[src/rtl/sort_pkg.sv]
// rtl/sort_pkg.sv - shared constants and FSM state encoding for the run splitter
package sort_pkg;

  localparam int DATA_W_DEF = 32;
  localparam int SENTINEL   = 0;

  typedef enum logic [2:0] {
    ST_IDLE   = 3'd0,
    ST_STREAM = 3'd1,
    ST_TERM   = 3'd2,
    ST_PAD    = 3'd3,
    ST_DRAIN  = 3'd4,
    ST_DONE   = 3'd5
  } state_t;

endpackage

[src/rtl/split_out_reg.sv]
// rtl/split_out_reg.sv - one-entry holding register steering writes to merger FIFO 1 or FIFO 2
module split_out_reg
  import sort_pkg::*;
#(
  parameter int DATA_W = DATA_W_DEF
) (
  input  logic              i_clk,
  input  logic              i_rst_n,
  input  logic              i_load,
  input  logic [DATA_W-1:0] i_load_data,
  input  logic              i_load_sel,
  input  logic              i_fifo_1_full,
  input  logic              i_fifo_2_full,
  output logic              o_can_load,
  output logic              o_hold_vld,
  output logic [DATA_W-1:0] o_fifo_1_data,
  output logic              o_fifo_1_write,
  output logic [DATA_W-1:0] o_fifo_2_data,
  output logic              o_fifo_2_write
);

  logic              hold_vld_q, hold_vld_d;
  logic [DATA_W-1:0] hold_data_q, hold_data_d;
  logic              hold_sel_q, hold_sel_d;
  logic              drain;

  // hold_sel 0 targets FIFO 1, 1 targets FIFO 2
  always_comb begin
    o_fifo_1_write = hold_vld_q & ~hold_sel_q & ~i_fifo_1_full;
    o_fifo_2_write = hold_vld_q &  hold_sel_q & ~i_fifo_2_full;
    drain          = o_fifo_1_write | o_fifo_2_write;
    o_can_load     = ~hold_vld_q | drain;
    hold_vld_d     = hold_vld_q & ~drain;
    hold_data_d    = hold_data_q;
    hold_sel_d     = hold_sel_q;
    if (i_load) begin
      hold_vld_d  = 1'b1;
      hold_data_d = i_load_data;
      hold_sel_d  = i_load_sel;
    end
  end

  always_ff @(posedge i_clk or negedge i_rst_n) begin
    if (!i_rst_n) begin
      hold_vld_q  <= 1'b0;
      hold_data_q <= '0;
      hold_sel_q  <= 1'b0;
    end else begin
      hold_vld_q  <= hold_vld_d;
      hold_data_q <= hold_data_d;
      hold_sel_q  <= hold_sel_d;
    end
  end

  assign o_hold_vld    = hold_vld_q;
  assign o_fifo_1_data = hold_data_q;
  assign o_fifo_2_data = hold_data_q;

endmodule

[src/rtl/run_splitter.sv]
// rtl/run_splitter.sv - cuts a record stream into sentinel-terminated runs alternating FIFO 1/FIFO 2
// Optional order checking is enabled by defining RUN_SPLITTER_ORDER_CHECK_EN.
module run_splitter
  import sort_pkg::*;
#(
  parameter int DATA_W  = DATA_W_DEF,
  parameter int RUN_LEN = 8,
  parameter int CNT_W   = 16
) (
  input  logic              i_clk,
  input  logic              i_rst_n,
  input  logic              i_start,
  input  logic [DATA_W-1:0] i_data,
  input  logic              i_data_empty,
  input  logic              i_data_last,
  output logic              o_data_read,
  output logic [DATA_W-1:0] o_fifo_1_data,
  output logic              o_fifo_1_write,
  input  logic              i_fifo_1_full,
  output logic [DATA_W-1:0] o_fifo_2_data,
  output logic              o_fifo_2_write,
  input  logic              i_fifo_2_full,
  output logic [CNT_W-1:0]  o_run_count,
  output logic              o_done,
  output logic              o_err_zero,
  output logic              o_err_order
);

  localparam logic [CNT_W-1:0]  REC_LAST = CNT_W'(RUN_LEN - 1);
  localparam logic [DATA_W-1:0] SENT     = DATA_W'(SENTINEL);

  state_t            state_q, state_d;
  logic [CNT_W-1:0]  rec_q, rec_d, run_cnt_q, run_cnt_d, run_cnt_inc;
  logic              sel_q, sel_d, last_q, last_d, done_q, done_d, err_zero_q, err_zero_d;
  logic              load, load_sel, can_load, hold_vld, pop;
  logic [DATA_W-1:0] load_data;
`ifdef RUN_SPLITTER_ORDER_CHECK_EN
  logic [DATA_W-1:0] prev_q, prev_d;
  logic              prev_vld_q, prev_vld_d, err_order_q, err_order_d;
`endif

  assign pop         = (state_q == ST_STREAM) & ~i_data_empty & can_load;
  assign run_cnt_inc = (run_cnt_q == '1) ? run_cnt_q : run_cnt_q + 1'b1;

  always_comb begin
    state_d    = state_q;
    rec_d      = rec_q;
    run_cnt_d  = run_cnt_q;
    sel_d      = sel_q;
    last_d     = last_q;
    done_d     = done_q;
    err_zero_d = err_zero_q;
    load       = 1'b0;
    load_data  = SENT;
    load_sel   = sel_q;
`ifdef RUN_SPLITTER_ORDER_CHECK_EN
    prev_d      = prev_q;
    prev_vld_d  = prev_vld_q;
    err_order_d = err_order_q;
`endif
    case (state_q)
      ST_IDLE, ST_DONE: begin
        if (i_start) begin
          state_d    = ST_STREAM;
          rec_d      = '0;
          run_cnt_d  = '0;
          sel_d      = 1'b0;
          last_d     = 1'b0;
          done_d     = 1'b0;
          err_zero_d = 1'b0;
`ifdef RUN_SPLITTER_ORDER_CHECK_EN
          prev_vld_d  = 1'b0;
          err_order_d = 1'b0;
`endif
        end
      end
      ST_STREAM: begin
        if (pop) begin
          // 0 is reserved for the merger's end-of-run marker, so a stray 0 becomes 1
          load       = 1'b1;
          load_data  = (i_data == SENT) ? DATA_W'(1) : i_data;
          err_zero_d = err_zero_q | (i_data == SENT);
          rec_d      = (rec_q == '1) ? rec_q : rec_q + 1'b1;
          last_d     = i_data_last;
`ifdef RUN_SPLITTER_ORDER_CHECK_EN
          if (prev_vld_q && (load_data < prev_q)) err_order_d = 1'b1;
          prev_d     = load_data;
          prev_vld_d = 1'b1;
`endif
          if ((rec_q == REC_LAST) || i_data_last) state_d = ST_TERM;
        end
      end
      ST_TERM: begin
        if (can_load) begin
          load      = 1'b1;
          run_cnt_d = run_cnt_inc;
          sel_d     = ~sel_q;
          rec_d     = '0;
`ifdef RUN_SPLITTER_ORDER_CHECK_EN
          prev_vld_d = 1'b0;
`endif
          if (!last_q)            state_d = ST_STREAM;
          else if (run_cnt_inc[0]) state_d = ST_PAD;
          else                    state_d = ST_DRAIN;
        end
      end
      ST_PAD: begin
        if (can_load) begin
          load      = 1'b1;
          load_sel  = 1'b1;
          run_cnt_d = run_cnt_inc;
          state_d   = ST_DRAIN;
        end
      end
      ST_DRAIN: begin
        if (!hold_vld) begin
          state_d = ST_DONE;
          done_d  = 1'b1;
        end
      end
      default: state_d = ST_IDLE;
    endcase
  end

  always_ff @(posedge i_clk or negedge i_rst_n) begin
    if (!i_rst_n) begin
      state_q    <= ST_IDLE;
      rec_q      <= '0;
      run_cnt_q  <= '0;
      sel_q      <= 1'b0;
      last_q     <= 1'b0;
      done_q     <= 1'b0;
      err_zero_q <= 1'b0;
`ifdef RUN_SPLITTER_ORDER_CHECK_EN
      prev_q      <= '0;
      prev_vld_q  <= 1'b0;
      err_order_q <= 1'b0;
`endif
    end else begin
      state_q    <= state_d;
      rec_q      <= rec_d;
      run_cnt_q  <= run_cnt_d;
      sel_q      <= sel_d;
      last_q     <= last_d;
      done_q     <= done_d;
      err_zero_q <= err_zero_d;
`ifdef RUN_SPLITTER_ORDER_CHECK_EN
      prev_q      <= prev_d;
      prev_vld_q  <= prev_vld_d;
      err_order_q <= err_order_d;
`endif
    end
  end

  split_out_reg #(.DATA_W(DATA_W)) u_out (
    .i_clk          (i_clk),
    .i_rst_n        (i_rst_n),
    .i_load         (load),
    .i_load_data    (load_data),
    .i_load_sel     (load_sel),
    .i_fifo_1_full  (i_fifo_1_full),
    .i_fifo_2_full  (i_fifo_2_full),
    .o_can_load     (can_load),
    .o_hold_vld     (hold_vld),
    .o_fifo_1_data  (o_fifo_1_data),
    .o_fifo_1_write (o_fifo_1_write),
    .o_fifo_2_data  (o_fifo_2_data),
    .o_fifo_2_write (o_fifo_2_write)
  );

  assign o_data_read = pop;
  assign o_run_count = run_cnt_q;
  assign o_done      = done_q;
  assign o_err_zero  = err_zero_q;
`ifdef RUN_SPLITTER_ORDER_CHECK_EN
  assign o_err_order = err_order_q;
`else
  assign o_err_order = 1'b0;
`endif

endmodule

[config.mk]
export PLATFORM = sky130hd
export DESIGN_NAME = run_splitter
export DESIGN_NICKNAME = d
export VERILOG_FILES = /design/src/rtl/sort_pkg.sv /design/src/rtl/split_out_reg.sv /design/src/rtl/run_splitter.sv
export SDC_FILE = /design/constraint.sdc
export NUM_CORES = 1
export LEC_CHECK = 0
export ABC_AREA = 1
export BUFFER_PORTS_ARGS = -buffer_cell sky130_fd_sc_hd__buf_2
export CORE_MARGIN = 5
export CORE_UTILIZATION = 55
export CTS_BUF_LIST = sky130_fd_sc_hd__clkbuf_8
export CTS_CLUSTER_SIZE = 25
export DETAILED_ROUTE_END_ITERATION = 8
export GPL_TIMING_DRIVEN = 0
export PLACE_DENSITY = 0.83
export SETUP_SLACK_MARGIN = 0.1
export SKIP_CTS_REPAIR_TIMING = 1
export SLEW_MARGIN = 30
export SYNTH_ARGS = -nofsm -noshare
export SYNTH_HDL_FRONTEND = slang
export SYNTH_HIERARCHICAL = 1
export SYNTH_SLANG_ARGS = --single-unit
[constraint.sdc]
create_clock -name i_clk -period 2.2 [get_ports i_clk]
set_input_delay 0 -clock i_clk [delete_from_list [all_inputs] [get_ports i_clk]]
set_output_delay 0 -clock i_clk [all_outputs]
set_load 0.01 [all_outputs]
After elaboration in Yosys (flattened, before gate mapping)
Cells that the tools add are included.
{"block": "word_totals", "regBits": 73, "in_bits": 39, "out_inout_bits": 86, "elab_cells": 99}
{"block": "classes", "add_sub_neg": 2, "eq_ne": 17, "n_mux": 35, "bitwise": 17, "n_reduce_logical": 17}
{"op": "16-bit two-way mux", "n": 6}
{"op": "32-bit two-way mux", "n": 3}
{"op": "16-bit one-hot mux with 3 select lines", "n": 1}
{"op": "16-bit by 1-bit adder with 16-bit output, second input constant", "n": 2}
{"op": "16-bit equality test, second input constant", "n": 2}
{"op": "32-bit zero test", "n": 1}
{"op": "16-bit one-hot mux with 2 select lines", "n": 1}
{"op": "3-bit two-way mux", "n": 8}
{"op": "16-bit by 3-bit equality test with 1-bit output, second input constant", "n": 1}
{"op": "3-bit one-hot mux with 5 select lines", "n": 1}
{"op": "2-bit != test, second input constant", "n": 7}
{"op": "3-bit AND reduction", "n": 4}
{"op": "1-bit two-way mux", "n": 10}
{"op": "1-bit one-hot mux with 2 select lines", "n": 5}
{"op": "2-bit nonzero test", "n": 4}
{"op": "1-bit bitwise AND", "n": 7}
{"op": "1-bit inverter", "n": 7}
{"op": "3-bit by 2-bit equality test with 1-bit output, second input constant", "n": 2}
{"op": "3-bit equality test, second input constant", "n": 2}
{"op": "6-bit AND reduction", "n": 1}
{"op": "5-bit AND reduction", "n": 1}
{"op": "2-bit by 1-bit != test with 1-bit output, second input constant", "n": 2}
{"op": "4-bit AND reduction", "n": 1}
{"op": "2-bit OR reduction", "n": 2}
{"op": "5 further kinds", "n": 7}

Longest topological paths before layout
{"block": "logic_depth", "word_depth": 9, "depth_mapped": 14, "depth_no_buf": 13}

By module
The synthesis kept the hierarchy.
{"mod": "run_splitter", "instances": 1, "cells_per_inst": 484, "area_each_um2": 3079.2, "seq_area_each_um2": 975.9}
{"mod": "split_out_reg", "instances": 1, "cells_per_inst": 182, "area_each_um2": 1644.1, "seq_area_each_um2": 850.8}

Worst setup path after synthesis
Ideal clock, no wire load.
{"block": "synth_path", "path_kind": "flip-flop to flip-flop", "from": "register u_out.hold_vld_q, in the netlist u_out/o_hold_vld", "to": "register u_out.hold_data_q[10], in the netlist u_out/o_fifo_1_data[10]", "setup_time_ns": 0.115, "arrival_ns": 1.799, "path_slack_ns": 0.286, "stages_incl_launch_ff": 15, "cell_sequence": "dfrtp_1 inv_1 nor2_1 nand2_1 nand2_1 inv_2 or2_2 nor2_1 inv_2 o21ai_0 buf_6 inv_8 buf_8 nand2_2 nand2_2"}
{"block": "synth_via", "elab_chain_len": 7, "word_cells_on_any_way": 13, "classes_between": "mux: 5; bitwise: 8"}
{"item": "start: declaration", "line": "split_out_reg.sv:22", "rtl": "logic hold_vld_q, hold_vld_d;"}
{"item": "start signal: assignment", "line": "split_out_reg.sv:49", "rtl": "hold_vld_q <= hold_vld_d;"}
{"item": "1-bit bitwise AND, on equally long branches (2 in series)", "line": "split_out_reg.sv:29, split_out_reg.sv:30"}
{"item": "1-bit bitwise OR", "line": "split_out_reg.sv:31", "rtl": "drain = o_fifo_1_write | o_fifo_2_write;"}
{"item": "1-bit bitwise OR *", "line": "split_out_reg.sv:32", "rtl": "o_can_load = ~hold_vld_q | drain;"}
{"item": "named net can_load", "line": "run_splitter.sv:35", "rtl": "logic load, load_sel, can_load, hold_vld, pop;"}
{"item": "1-bit bitwise AND *", "line": "run_splitter.sv:42", "rtl": "assign pop = (state_q == ST_STREAM) & ~i_data_empty & can_load;"}
{"item": "named net o_data_read", "line": "run_splitter.sv:16", "rtl": "output logic o_data_read,"}
{"item": "1-bit two-way mux *", "line": "run_splitter.sv:78", "rtl": "if (pop) begin"}
{"item": "1-bit one-hot mux with 2 select lines *", "line": "run_splitter.sv:61", "rtl": "case (state_q)"}
{"item": "named net load", "line": "run_splitter.sv:35"}
{"item": "end signal: assignment", "line": "split_out_reg.sv:50", "rtl": "hold_data_q <= hold_data_d;"}
{"item": "end: declaration", "line": "split_out_reg.sv:23", "rtl": "logic [DATA_W-1:0] hold_data_q, hold_data_d;"}
Mark *: on every way through the listed nets, which the timed path passes. The rest lies on a longest branch.
A chain may end at the register's enable or synchronous reset.

Worst setup path after layout
{"block": "layout_path", "from": "register u_out.hold_vld_q, in the netlist u_out/o_hold_vld", "to": "register rec_q[9]"}
{"block": "layout_via", "elab_chain_len": 7, "word_cells_on_any_way": 11, "classes_between": "eq/ne: 2; bitwise: 8; reduce/logical: 1"}
{"item": "1-bit bitwise AND, on equally long branches (2 in series)", "line": "split_out_reg.sv:29, split_out_reg.sv:30"}
{"item": "1-bit bitwise OR", "line": "split_out_reg.sv:31"}
{"item": "1-bit bitwise OR *", "line": "split_out_reg.sv:32"}
{"item": "named net can_load", "line": "run_splitter.sv:35"}
{"item": "1-bit bitwise AND", "line": "run_splitter.sv:42"}
{"item": "2-bit != test (no source line)"}
{"item": "5-bit AND reduction (no source line) *"}
{"item": "end signal: assignment", "line": "run_splitter.sv:141", "rtl": "rec_q <= rec_d;"}
{"item": "end: declaration", "line": "run_splitter.sv:33", "rtl": "logic [CNT_W-1:0] rec_q, rec_d, run_cnt_q, run_cnt_d, run_cnt_inc;"}
Marks and branches as above.

==> results by group <==
Timing
  – Final worst-path cycle share: 88.5%
  – Fmax: approximately 0.5 GHz
  – RSZ-0062 raised after global routing: true
  – Final Hold Viols: 9
  – Min Tclk post-route: 1.95 ns
  – Final Max Slew Viols: 0
  – Final Setup Violations: 0
  – Clock Skew: 0.00710 ns
  – Final setup TNS: 0 ns
  – Final WS setup: around 0.25 ns
  – Final hold slack: -0.0158 ns

Critical path
  – R2r setup slk: 0.25 ns
  – Crit path top cell by count: nand2_1
  – Arrival time worst endpoint: 2.18 ns
  – Worst Path Required: 2.43 ns
  – Crit path cell chain: inv_1 -> nor2_1 -> nand2_1 -> nand2_2 -> inv_2 -> or2_2 -> nand2_1 -> nand4_4 -> nor2_4 -> inv_2 -> buf_6 -> nand2_1 -> o21ai_2
  – Crit-path slowest cell: dfrtp_1
  – Crit path largest cell delay: 0.36 ns
  – Crit. End Element: flip-flop
  – Crit path buffers/inverters: 4
  – Worst Reg-to-Reg Cells: 13
  – RR Startpoint: u_out/o_hold_vld
  – FF-to-FF End: rec_q[9]
  – CP max FO: 10
  – Delay-heaviest family, CP: simple AND/OR/NAND/NOR gates
  – Crit Path Class: flip-flop to flip-flop
  – Crit path launch type: flip-flop

Drt
  – Final ANT Viol Nets: 0
  – Vias/cell: 5.05
  – Vias post-DR: 4,642
  – Drt first pass iters: 5
  – DRC viols: 0
  – Post-Route WL: ~12,000 um
  – Drt wl/cell: 13.0 um
  – Initial DRC count: roughly 270

Power and ir drop
  – Peak VDD IR: between 500 and 600 uV
  – Total power: ~6.6 mW
  – P per Cell Area: ~1100 nW/um^2
  – Leak pwr: 3.31 nW

Synthesis
  – Yosys top cell by area: dfrtp_1
  – Distinct cells, synth: 36
  – Synth area leaders: dfrtp_1 (39%), nand2_1 (16%), nor2_1 (7.1%)
  – Synth Instances: 666
  – Post-synthesis simple-gate area fraction: 38.3%
  – Post-Syn Area: roughly 4700 um^2
  – Synth Flop Type: dfrtp_1
  – Syn nets: around 700
  – YS warnings: 6
  – Top cell type's share of synthesized area: 38.7%
  – Post-synth ARST share: 100%
  – Post-synth EDFFs: 0
  – Adder-cell share of the synthesized area: 0.530%
  – Synth Area in Compound Gates: 4.40%
  – Sequential element share of the synthesized area: between 30% and 40%
  – Mux share of post-synthesis cell area: 0%
  – Largest family of logic cells by synthesized area: simple AND/OR/NAND/NOR gates
  – Mean area per synthesized cell: around 7.1 um^2
  – Post-Synth XOR/XNOR Area: under 10%
  – Yosys reg bits: 73

Floorplan
  – Initial Util: between 50% and 60%
  – Row count: 33
  – Die area: approximately 11,000 um^2
  – Die width: 103 um
  – Core area: around 8300 um^2
  – Die span in y: 103 um
  – Io pins: 125

Hold path
  – Hold EP: u_out/o_fifo_1_data[7]
  – Hold_sp: i_data[7]
  – Hold Crit Depth: 5
  – Hold Path Class: input pin to flip-flop

Layout
  – FF/Latch Area: 1830 um^2
  – Diode count: 0
  – # fillers: 697
  – Area Growth Syn to Fin: 22.9%
  – Net count reported at finish: 850
  – Multi-input logic area: about 2200 um^2
  – Share of layout cells above drive strength 1: 31.0%

CTS
  – Clock sink count: 73
  – H-tree Lvls: 3
  – Clock Root Buffer: clkbuf_8
  – Clock transition at path regs: 0.08 ns
  – CTS tree: yes
  – Total CTS buffers: 9
  – Clock Latency Late Sink: around 0.34 ns
  – CTS max path bufs: 2

Placed design
  – Detailed placement HPWL: 9180 um
  – GP Congestion: 0.963
  – Port bufs: 123
  – Setup WS pre-CTS: 0.0988 ns

Global route
  – First-pass GRT wire length: between 15,000 and 20,000 um
  – Total track usage: 22.4%
  – Grt total ovfl: 0
  – Vias in the first global route: about 4,200
  – Largest net degree at the start of global routing: 43
  – Antenna violations before repair: 0

Outcome
  – Failing checks: hold timing
  – Status: finished with violations

Job
  – Max-cap violations: 0
## how the worst max path moves through the flow
stage / slack (ns) / endpoint / cells past startpoint / start
after global placement: 0.13 / u_out/o_fifo_1_data[11] / 14 / u_out/o_hold_vld
after detailed placement: 0.1 / u_out/o_fifo_1_data[17] / 14 / u_out/o_hold_vld
after floorplan: 0.29 / u_out/o_fifo_1_data[10] / 14 / u_out/o_hold_vld
after global routing: 0.04 / u_out/o_fifo_1_data[29] / 14 / u_out/o_hold_vld
after CTS: 0.06 / u_out/o_fifo_1_data[0] / 14 / u_out/o_hold_vld
final: 0.25 / rec_q[9] / 13 / u_out/o_hold_vld
## synthesized netlist by cell type, types with 3 or more instances
| master | n |
|---|---|
| clkbuf_8 | 3 |
| nor2_1 | 89 |
| nand2_2 | 19 |
| nor3_1 | 10 |
| nand3_1 | 48 |
| o21ai_2 | 9 |
| buf_6 | 6 |
| o21ai_0 | 15 |
| nand2_1 | 204 |
| buf_2 | 3 |
| inv_2 | 7 |
| or2_2 | 3 |
| nor2_4 | 3 |
| xor2_1 | 11 |
| nand4_1 | 18 |
| inv_1 | 75 |
| buf_4 | 37 |
| nor2_2 | 7 |
| dfrtp_1 | 73 |
| o21ai_1 | 6 |
## power breakdown
part           leakage (nW)  switching [mW]  internal, mW  total (mW)
clock                 0.107           0.523         0.638        1.16
sequential             1.00           0.285          1.65        1.94
combinational          2.21            2.08          1.45        3.53
## flip-flops by register name, indices dropped and copies added, names as in the netlist
name / flops
sel_q: 1
rec_q: 16
last_q: 1
u_out/o_hold_vld: 1
o_run_count: 16
u_out/hold_sel_q: 1
o_done: 1
u_out/o_fifo_1_data: 32
o_err_zero: 1
state_q: 3
## per-stage QoR
step	util, %	std cells	instance area, um^2	hold WS (ns)
global placement	65.9	894	5470	0.263
floorplan	-	666	4720	-0.296
detailed placement	66.2	895	5490	-0.0374
global route	69.9	919	5800	0.00536
CTS	68.8	911	5710	-0.404
finish	69.9	919	5800	-0.0158
## tightest hold or removal path, stage by stage
cell,delay (ns)
buf_2,0.09
inv_1,0.06
nor2_1,0.04
nand2_1,0.05
nand2_1,0.04
## cell usage in the layout (no fill, tap or decap), types with 3 or more instances in the layout
cell type,count
buf_2,125
nand3_1,48
o21ai_1,6
buf_6,6
dfrtp_1,72
nor2_4,4
dlygate4sd3_1,4
clkbuf_8,12
nor2_2,7
nor2_1,88
xor2_1,11
or2_2,3
nor3_1,9
o21ai_2,10
nand4_1,18
inv_1,76
inv_2,7
o21ai_0,14
nand2_1,203
buf_4,42
nand2_2,20
## area by class of cell
cell class | count | share of cell area (%)
repair buffers | 132 | 12.2
plain buffers | 51 | 7.24
inverters | 84 | 5.61
multi-input cells | 458 | 37.4
clock inverters | 7 | 1.66
clock buffers | 9 | 2.13
well taps | 105 | 2.26
flip-flops and latches | 73 | 31.5
## metal layers
metal  global-route usage [%]  wire length, um
met5                        0                0
met4                     6.46              129
met2                     39.2             5770
met3                     2.84             1010
met1                     29.0             5030
## kinds of logic after synthesis
group	count (synthesis)
simple gates	409
xor+xnor	12
other cells	1
buf+inv	135
flops	73
fa+ha+maj	2
compound gates	34
(Power assumes the default switching activity.)
